`config.mk`:
```
export PLATFORM = sky130hd
export DESIGN_NAME = lane_flow_ctrl
export DESIGN_NICKNAME = d
export VERILOG_FILES = /design/src/rtl/lane_flow_ctrl.sv
export SDC_FILE = /design/constraint.sdc
export NUM_CORES = 1
export LEC_CHECK = 0
export ABC_AREA = 1
export BUFFER_PORTS_ARGS = -buffer_cell sky130_fd_sc_hd__buf_4
export CORE_UTILIZATION = 45
export DETAILED_ROUTE_END_ITERATION = 7
export PLACE_DENSITY = 0.6
export SYNTH_ARGS = -nofsm -noshare
export SYNTH_HDL_FRONTEND = slang
export SYNTH_SLANG_ARGS = --single-unit
```
`constraint.sdc`:
```
create_clock -name system_clk -period 4 [get_ports system_clk]
set_input_delay 0.2 -clock system_clk [delete_from_list [all_inputs] [get_ports system_clk]]
set_output_delay 0.2 -clock system_clk [all_outputs]
set_load 0.02 [all_outputs]
```
`src/rtl/lane_flow_ctrl.sv`:
```
// Game-flow sequencer for the 4-lane falling-block datapath: start/countdown/run/pause/over
// sequencing, stage-dependent scroll strobe, spawn scheduling and miss accounting.
//
// state     | meaning
// ----------+---------------------------------------------------------------
// IDLE      | after reset, waiting for start
// COUNTDOWN | CD_TICKS periods of P0 before play begins
// RUN       | scroll strobes issued, spawns scheduled, misses counted
// PAUSE     | every counter frozen, waiting for the next pause pulse
// OVER      | MAX_MISS reached, waiting for start to restart
module lane_flow_ctrl #(
   parameter int P0        = 500,
   parameter int P1        = 250,
   parameter int P2        = 200,
   parameter int P3        = 150,
   parameter int P4        = 100,
   parameter int T1        = 10,
   parameter int T2        = 25,
   parameter int T3        = 40,
   parameter int T4        = 55,
   parameter int SPAWN_GAP = 5,
   parameter int MAX_MISS  = 3,
   parameter int CD_TICKS  = 3
) (
   input  logic       system_clk,
   input  logic       rst,
   input  logic       start,
   input  logic       pause,
   input  logic       miss,
   output logic       clear_field,
   output logic       scroll_tick,
   output logic       spawn_en,
   output logic [2:0] stage,
   output logic [7:0] scroll_count,
   output logic [1:0] miss_count,
   output logic [1:0] countdown,
   output logic [2:0] state,
   output logic       game_over
);

   typedef enum logic [2:0] {
      S_IDLE      = 3'd0,
      S_COUNTDOWN = 3'd1,
      S_RUN       = 3'd2,
      S_PAUSE     = 3'd3,
      S_OVER      = 3'd4
   } state_t;

   localparam logic [15:0] P0_LAST    = 16'(P0 - 1);
   localparam logic [15:0] P1_LAST    = 16'(P1 - 1);
   localparam logic [15:0] P2_LAST    = 16'(P2 - 1);
   localparam logic [15:0] P3_LAST    = 16'(P3 - 1);
   localparam logic [15:0] P4_LAST    = 16'(P4 - 1);
   localparam logic [7:0]  T1_V       = 8'(T1);
   localparam logic [7:0]  T2_V       = 8'(T2);
   localparam logic [7:0]  T3_V       = 8'(T3);
   localparam logic [7:0]  T4_V       = 8'(T4);
   localparam logic [7:0]  SPAWN_LAST = 8'(SPAWN_GAP - 1);
   localparam logic [1:0]  MAX_MISS_V = 2'(MAX_MISS);
   localparam logic [1:0]  CD_V       = 2'(CD_TICKS);

   state_t      state_q, state_d;
   logic [15:0] period_q, period_d, period_last;
   logic [7:0]  spawn_q, spawn_d;
   logic [2:0]  stage_d;
   logic [7:0]  scroll_d, scroll_inc;
   logic [1:0]  miss_d, miss_inc, countdown_d;
   logic        clear_d, tick_d, spawn_en_d;
   logic        advance, miss_final;

   always_comb begin
      case (stage)
         3'd0:    period_last = P0_LAST;
         3'd1:    period_last = P1_LAST;
         3'd2:    period_last = P2_LAST;
         3'd3:    period_last = P3_LAST;
         default: period_last = P4_LAST;
      endcase
   end

   assign scroll_inc = (scroll_count == 8'hFF) ? 8'hFF : scroll_count + 8'd1;
   assign miss_inc   = miss_count + 2'd1;
   assign miss_final = miss && (miss_inc == MAX_MISS_V);

   always_comb begin
      state_d     = state_q;
      period_d    = period_q;
      spawn_d     = spawn_q;
      stage_d     = stage;
      scroll_d    = scroll_count;
      miss_d      = miss_count;
      countdown_d = countdown;
      clear_d     = 1'b0;
      tick_d      = 1'b0;
      spawn_en_d  = 1'b0;
      advance     = 1'b0;

      case (state_q)
         S_IDLE, S_OVER: begin
            if (start) begin
               state_d     = S_COUNTDOWN;
               clear_d     = 1'b1;
               stage_d     = 3'd0;
               scroll_d    = 8'd0;
               miss_d      = 2'd0;
               period_d    = 16'd0;
               spawn_d     = 8'd0;
               countdown_d = CD_V;
            end
         end
         S_COUNTDOWN: begin
            if (period_q == P0_LAST) begin
               period_d    = 16'd0;
               countdown_d = (countdown == 2'd0) ? 2'd0 : countdown - 2'd1;
               if (countdown <= 2'd1)
                  state_d = S_RUN;
            end else begin
               period_d = period_q + 16'd1;
            end
         end
         S_RUN: begin
            if (miss)
               miss_d = miss_inc;
            // Leaving RUN freezes the period counter, so the strobe that would
            // have fired here is issued on the resume cycle instead.
            if (miss_final)
               state_d = S_OVER;
            else if (pause)
               state_d = S_PAUSE;
            else
               advance = 1'b1;
         end
         S_PAUSE: begin
            if (pause) begin
               state_d = S_RUN;
               advance = 1'b1;
            end
         end
         default: state_d = S_IDLE;
      endcase

      if (advance) begin
         if (period_q == period_last) begin
            period_d   = 16'd0;
            tick_d     = 1'b1;
            scroll_d   = scroll_inc;
            spawn_en_d = (spawn_q == 8'd0);
            spawn_d    = (spawn_q >= SPAWN_LAST) ? 8'd0 : spawn_q + 8'd1;
            if (scroll_inc != scroll_count) begin
               if (scroll_inc == T1_V)      stage_d = 3'd1;
               else if (scroll_inc == T2_V) stage_d = 3'd2;
               else if (scroll_inc == T3_V) stage_d = 3'd3;
               else if (scroll_inc == T4_V) stage_d = 3'd4;
            end
         end else begin
            period_d = period_q + 16'd1;
         end
      end
   end

   always_ff @(posedge system_clk) begin
      if (rst) begin
         state_q      <= S_IDLE;
         period_q     <= 16'd0;
         spawn_q      <= 8'd0;
         stage        <= 3'd0;
         scroll_count <= 8'd0;
         miss_count   <= 2'd0;
         countdown    <= 2'd0;
         clear_field  <= 1'b0;
         scroll_tick  <= 1'b0;
         spawn_en     <= 1'b0;
         game_over    <= 1'b0;
      end else begin
         state_q      <= state_d;
         period_q     <= period_d;
         spawn_q      <= spawn_d;
         stage        <= stage_d;
         scroll_count <= scroll_d;
         miss_count   <= miss_d;
         countdown    <= countdown_d;
         clear_field  <= clear_d;
         scroll_tick  <= tick_d;
         spawn_en     <= spawn_en_d;
         game_over    <= (state_d == S_OVER);
      end
   end

   assign state = state_q;

endmodule

```
======== Yosys cells after proc, flatten, opt, wreduce, memory -nomap -nowiden ========
Cells that the tools add are included.
storage, ports and cells
  register bits ........................... 46
  input port bits ......................... 5
  output and inout bits ................... 22
  logic and storage cells ................. 102
operators by class
  add/subtract/negate cells ............... 5
  order comparisons ....................... 2
  eq/ne operators ......................... 21
  multiplexer cells ....................... 45
  bitwise gates (word level) .............. 3
  reduce and logical (&&, ||, !) cells .... 15
operators by type and width
  cell                                                                                  number
  8-bit 2-to-1 mux                                                                      10
  16-bit 2-to-1 mux                                                                     4
  3-bit 2-to-1 mux                                                                      15
  9-bit case mux with 4 select lines                                                    1
  16-bit case mux with 2 select lines                                                   1
  16-bit by 1-bit adder with 16-bit output (second input constant)                      1
  8-bit by 1-bit adder with 8-bit output (second input constant)                        2
  16-bit == test                                                                        1
  16-bit by 9-bit == test with 1-bit output (second input constant)                     1
  8-bit by 6-bit == test with 1-bit output (second input constant)                      2
  3-bit by 2-bit == test with 1-bit output (second input constant)                      4
  3-bit case mux with 4 select lines                                                    1
  2-bit 2-to-1 mux                                                                      5
  8-bit by 4-bit == test with 1-bit output (second input constant)                      1
  8-bit by 5-bit == test with 1-bit output (second input constant)                      1
  8-bit == test (second input constant)                                                 1
  8-bit by 3-bit greater-or-equal comparator with 1-bit output (second input constant)  1
  8-bit zero test                                                                       1
  8-bit inequality test                                                                 1
  2-bit case mux with 2 select lines                                                    2
  3-bit by 1-bit == test with 1-bit output (second input constant)                      2
  3-bit == test (second input constant)                                                 2
  3-bit zero test                                                                       2
  2-bit inequality test (second input constant)                                         3
  other kinds (16)                                                                      26

======== Longest topological paths before layout ========
  word-level depth ........................ 10
  mapped depth ............................ 13
  depth with buffers taken out ............ 13

======== Least setup slack after synthesis ========
Ideal clock, no wire load.
  path kind ............................... reg-to-reg
  start point ............................. register scroll_count[0]
  end point ............................... register stage[1]
  data arrival time ....................... 1696 ps
  path slack .............................. 2172 ps
  stages on the path, launching flop included .. 13
  buffers on the path ..................... 0
  cells stage by stage .................... dfxtp_1 ha_1 nand2_2 nor2_4 nand3_1 nand2_1 inv_2 nor2_4 nand2_1 nor2_1 nand2_1 nand3_1 a21oi_1
between the ends
  word-level cells in the longest chain between the ends .. 10
ends and longest elaborated chain
  element                                                                  line  RTL
  from (decl)                                                              34    output logic [7:0] scroll_count,
  from (signal assigned)                                                   179   scroll_count <= scroll_d;
  8-bit by 1-bit adder with 8-bit output or 8-bit == test (tied branches)  81    assign scroll_inc = (scroll_count == 8'hFF) ? 8'hFF : scroll_count + 8'd1;
  8-bit 2-to-1 mux                                                         81
  8-bit by 6-bit == test with 1-bit output                                 153   else if (scroll_inc == T4_V) stage_d = 3'd4;
  3-bit 2-to-1 mux                                                         153
  3-bit 2-to-1 mux                                                         152   else if (scroll_inc == T3_V) stage_d = 3'd3;
  3-bit 2-to-1 mux                                                         151   else if (scroll_inc == T2_V) stage_d = 3'd2;
  3-bit 2-to-1 mux                                                         150   if (scroll_inc == T1_V) stage_d = 3'd1;
  3-bit 2-to-1 mux (*)                                                     149   if (scroll_inc != scroll_count) begin
  3-bit 2-to-1 mux (*)                                                     143   if (period_q == period_last) begin
  3-bit 2-to-1 mux (*)                                                     142   if (advance) begin
  to (signal assigned)                                                     178   stage <= stage_d;
  to (decl)                                                                33    output logic [2:0] stage,
Every way passes the cells marked *; elsewhere a longest branch is shown, timed or not.
A chain may end at the register's enable or synchronous reset.

======== Worst setup path after layout ========
  start point ............................. register period_q[1]
  end point ............................... register period_q[10]
between the ends
  word-level cells in the longest chain between the ends .. 4
ends and longest elaborated chain
  element                                                                                                line           RTL
  from (decl)                                                                                            63             logic [15:0] period_q, period_d, period_last;
  from (signal assigned)                                                                                 176            period_q <= period_d;
  16-bit by 1-bit adder with 16-bit output or 16-bit by 9-bit == test with 1-bit output (tied branches)  118, 156, 112
  16-bit 2-to-1 mux                                                                                      112            if (period_q == P0_LAST) begin
  16-bit case mux with 2 select lines                                                                    98             case (state_q)
  16-bit 2-to-1 mux (*)                                                                                  142
Marked as above.

==> results.txt <==
----------------------------------------------------
[Floorplanning]
  Initial core utilization ... 0.471
  Row Count ... 27
  Height of the chip ... 78.2 um
  Number of top-level pins ... 27
  Floorplan die area ... 6110 um^2
  Area of the placeable core ... 5540 um^2
  Horizontal die dimension ... 78.2 um

[Clock tree]
  Setup Fix Bufs, Post-CTS ... 0
  Sinks on the clock net ... 46
  Post-CTS sizing ... 0
  TritonCTS clock tree ... done
  Skew-Pair Late Insertion Delay ... 0.30 ns
  Maximum clock insertion buffer count ... 2
  Count of H-tree levels built during CTS ... 2
  Root Driver ... clkbuf_8
  Clock buffers created by TritonCTS ... 5
  Clock edge transition at the registers on the reported setup and hold paths ... 0.09 ns
  Post-CTS Hold Fix Bufs ... 0

[Drt]
  Post-route DRC ... 0
  Routed wire per std cell ... 12.3 um
  1st-pass router iterations ... 4
  ANT nets after route ... 0
  Average via count per standard cell ... 5.08
  Drt total wl ... 6170 um
  Total via count after detailed routing ... 2555
  DR iter-0 viols ... 198

[Yosys]
  Number of instances in the synthesized netlist ... 403
  EDFF count, synth ... 0
  Flip-flop and latch count after synthesis ... 46
  Average instance area after synthesis ... 6.48 um^2
  Sequential element share of the synthesized area ... 0.353
  Post-synthesis net count ... 413
  Post-Synthesis Cell Area ... 2610 um^2
  Cell types with the largest area share after synthesis ... dfxtp_1 35%, nand2_1 16%, inv_1 7.9%, nor2_1 6.3%, nand3_1 5.7%
  Ys Warns ... 0
  Library cell with the largest summed area after synthesis ... dfxtp_1
  Unique cell type count in the Yosys netlist ... 38
  Proportion of netlist area held by the largest area contributor ... 0.353
  Primary FF master, synth ... dfxtp_1
  Proportion of register bits with asynchronous set or reset after synthesis ... 0

[Global route]
  Number of global-route vias before repair ... 2318
  Pin count of the biggest net entering global routing ... 26
  Global-route wire length before repair ... 10700 um
  Total overflow reported by the global router ... 0
  Total routing resource utilization after global routing ... 0.220
  Number of antenna violations at the first check in global routing ... 0

[Setup path]
  Worst reg-to-reg setup slack ... 2.04 ns
  Endpoint required time on the critical path ... 4.25 ns
  Kind of critical path ... flop to flop
  Crit. End Element ... flop
  Largest fanout on the critical path ... 5
  Arrival time worst endpoint ... 2.21 ns
  Number of cells on the worst reg-to-reg path ... 11
  FF-to-FF End ... period_q[10]
  Startpoint of the worst register-to-register path ... period_q[1]
  Kind of start point of the critical path ... flop

[STA]
  Fmax achieved ... 509 MHz
  Relative slew slack ... 0.635
  RSZ-0062 raised after global routing ... false
  Total Neg Setup Slack ... 0 ns
  Setup violators final ... 0
  Final-report max-slew violation count ... 0
  Fin crit period ... 1.96 ns
  Worst-margin pin slew ... 0.547 ns
  Final period utilization ... 0.491
  Hold violation total from the final report ... 0
  Setup Skew ... 0.00845 ns

[Placement]
  HPWL reported at the end of detailed placement ... 4710 um
  Port Buffers ... 26
  Cell count after placement ... 495
  Cell area after placement ... 2870 um^2
  Routability cong. ... 0.879

[Cells and area]
  N_diodes ... 0
  Count of nets after finishing ... 440
  Filler cells ... 587
  Final instance area ... 3010 um^2
  Area occupied by registers ... 921 um^2
  Non-filler cells in the finished layout ... 503
  Post-route core utilization ... 0.543
  Multi-input combinational cell area ... 1430 um^2
  Layout area overhead ... 15.2%
  Share of final-layout standard cells stronger than drive strength 1 ... 0.142
  Most used cells in the layout excluding fill and tap cells ... 110 x nand2_1, 55 x inv_1, 46 x dfxtp_1
  Most frequent standard cell in the layout excluding fill and tap cells ... nand2_1

[Power and ir drop]
  Maximum VDD drop ... 171 uV
  P_leak ... 0.00138 uW
  Total power draw ... 957 uW
  Pwr Density ... 318 nW/um^2

[Hold path]
  Hold path startpoint ... miss
  Worst Hold Class ... input pin to flop
  Hold path cells ... 3
  Worst Hold Path EP ... miss_count[0]

[Status]
  Status ... completed

[Job]
  Number of max-cap violations ... 0

----------------------------------------------------
==> final cells by class <==
| cell class | instances | share of cell area |
|---|---|---|
| multi-input cells | 289 | 0.476 |
| flip-flops and latches | 46 | 0.306 |
| inverters | 62 | 0.0773 |
| repair buffers | 26 | 0.0649 |
| well taps | 72 | 0.0299 |
| clock buffers | 5 | 0.0229 |
| clock inverters | 3 | 0.0229 |
==> flip-flops by register name, summed over array words and instances, names as in the netlist <==
name and flops:
spawn_q 8, clear_field 1, state 3, period_q 16
miss_count 2, stage 3, countdown 2, game_over 1
spawn_en 1, scroll_count 8, scroll_tick 1
==> cell families after synthesis <==
kind of cell    synth area share
flops                      0.353
xor+xnor                  0.0101
simple gates               0.384
fa+ha+maj                 0.0240
buf+inv                   0.0987
compound gates             0.131
==> worst max-delay path, cell delays in order, from the launching register on <==
cell and delay [ns]:
dfxtp_1 0.42, ha_1 0.24, nand3_1 0.14, nor2_1 0.31, nand2_1 0.09, inv_1 0.09
nand3_1 0.12, nand2_1 0.08, o21ai_0 0.10, o22ai_1 0.19, nand2_1 0.08, inv_1 0.06
==> cells in the mapped netlist (2+ instances only) <==
| library cell | n |
|---|---|
| a21oi_1 | 26 |
| a31oi_1 | 2 |
| clkbuf_1 | 4 |
| dfxtp_1 | 46 |
| ha_1 | 5 |
| inv_1 | 55 |
| inv_2 | 6 |
| nand2_1 | 110 |
| nand2_2 | 4 |
| nand3_1 | 30 |
| nand3b_1 | 3 |
| nand4_1 | 6 |
| nor2_1 | 44 |
| nor2_2 | 5 |
| nor2_4 | 5 |
| nor3_1 | 4 |
| nor4_1 | 2 |
| o21ai_0 | 16 |
| o21ai_1 | 2 |
| o22ai_1 | 5 |
| o31ai_1 | 4 |
| or2_2 | 2 |
| xor2_1 | 2 |
==> where the power goes <==
part           switching, uW  internal [uW]  total [uW]
clock network            166            250         417
logic                   49.7           21.1        70.8
registers               6.52            463         470
==> metrics by stage <==
| stage | worst slack [ns] | hold slack [ns] |
|---|---|---|
| 4_1_cts | 2.05 | 0.197 |
| 2_1_floorplan | 2.17 | 0.359 |
| 3_5_place_dp | 2.07 | 0.429 |
| 3_3_place_gp | 2.02 | 0.421 |
| 6_report | 2.04 | 0.200 |
| 5_1_grt | 1.80 | 0.219 |
==> how the worst max path moves through the flow <==
| stage | start | end | slack (ns) | depth (start not counted) |
|---|---|---|---|---|
| 2_1_floorplan | scroll_count[0] | stage[1] | 2.17 | 12 |
| 3_3_place_gp | scroll_count[0] | stage[1] | 2.02 | 9 |
| 3_5_place_dp | scroll_count[0] | stage[1] | 2.07 | 12 |
| 4_1_cts | scroll_count[0] | stage[1] | 2.05 | 12 |
| 5_1_grt | period_q[0] | period_q[10] | 1.80 | 11 |
| 6_report | period_q[1] | period_q[10] | 2.04 | 11 |
==> per-layer routing <==
metal,vias to the layer above,GRT usage,share of wire
met5,-,0,0
met4,0,0.0611,0.011
met3,7,0.0314,0.057
met2,70,0.334,0.42
met1,1135,0.321,0.51
li1,1343,-,-
Note: power is estimated with default switching activity, not from simulation.
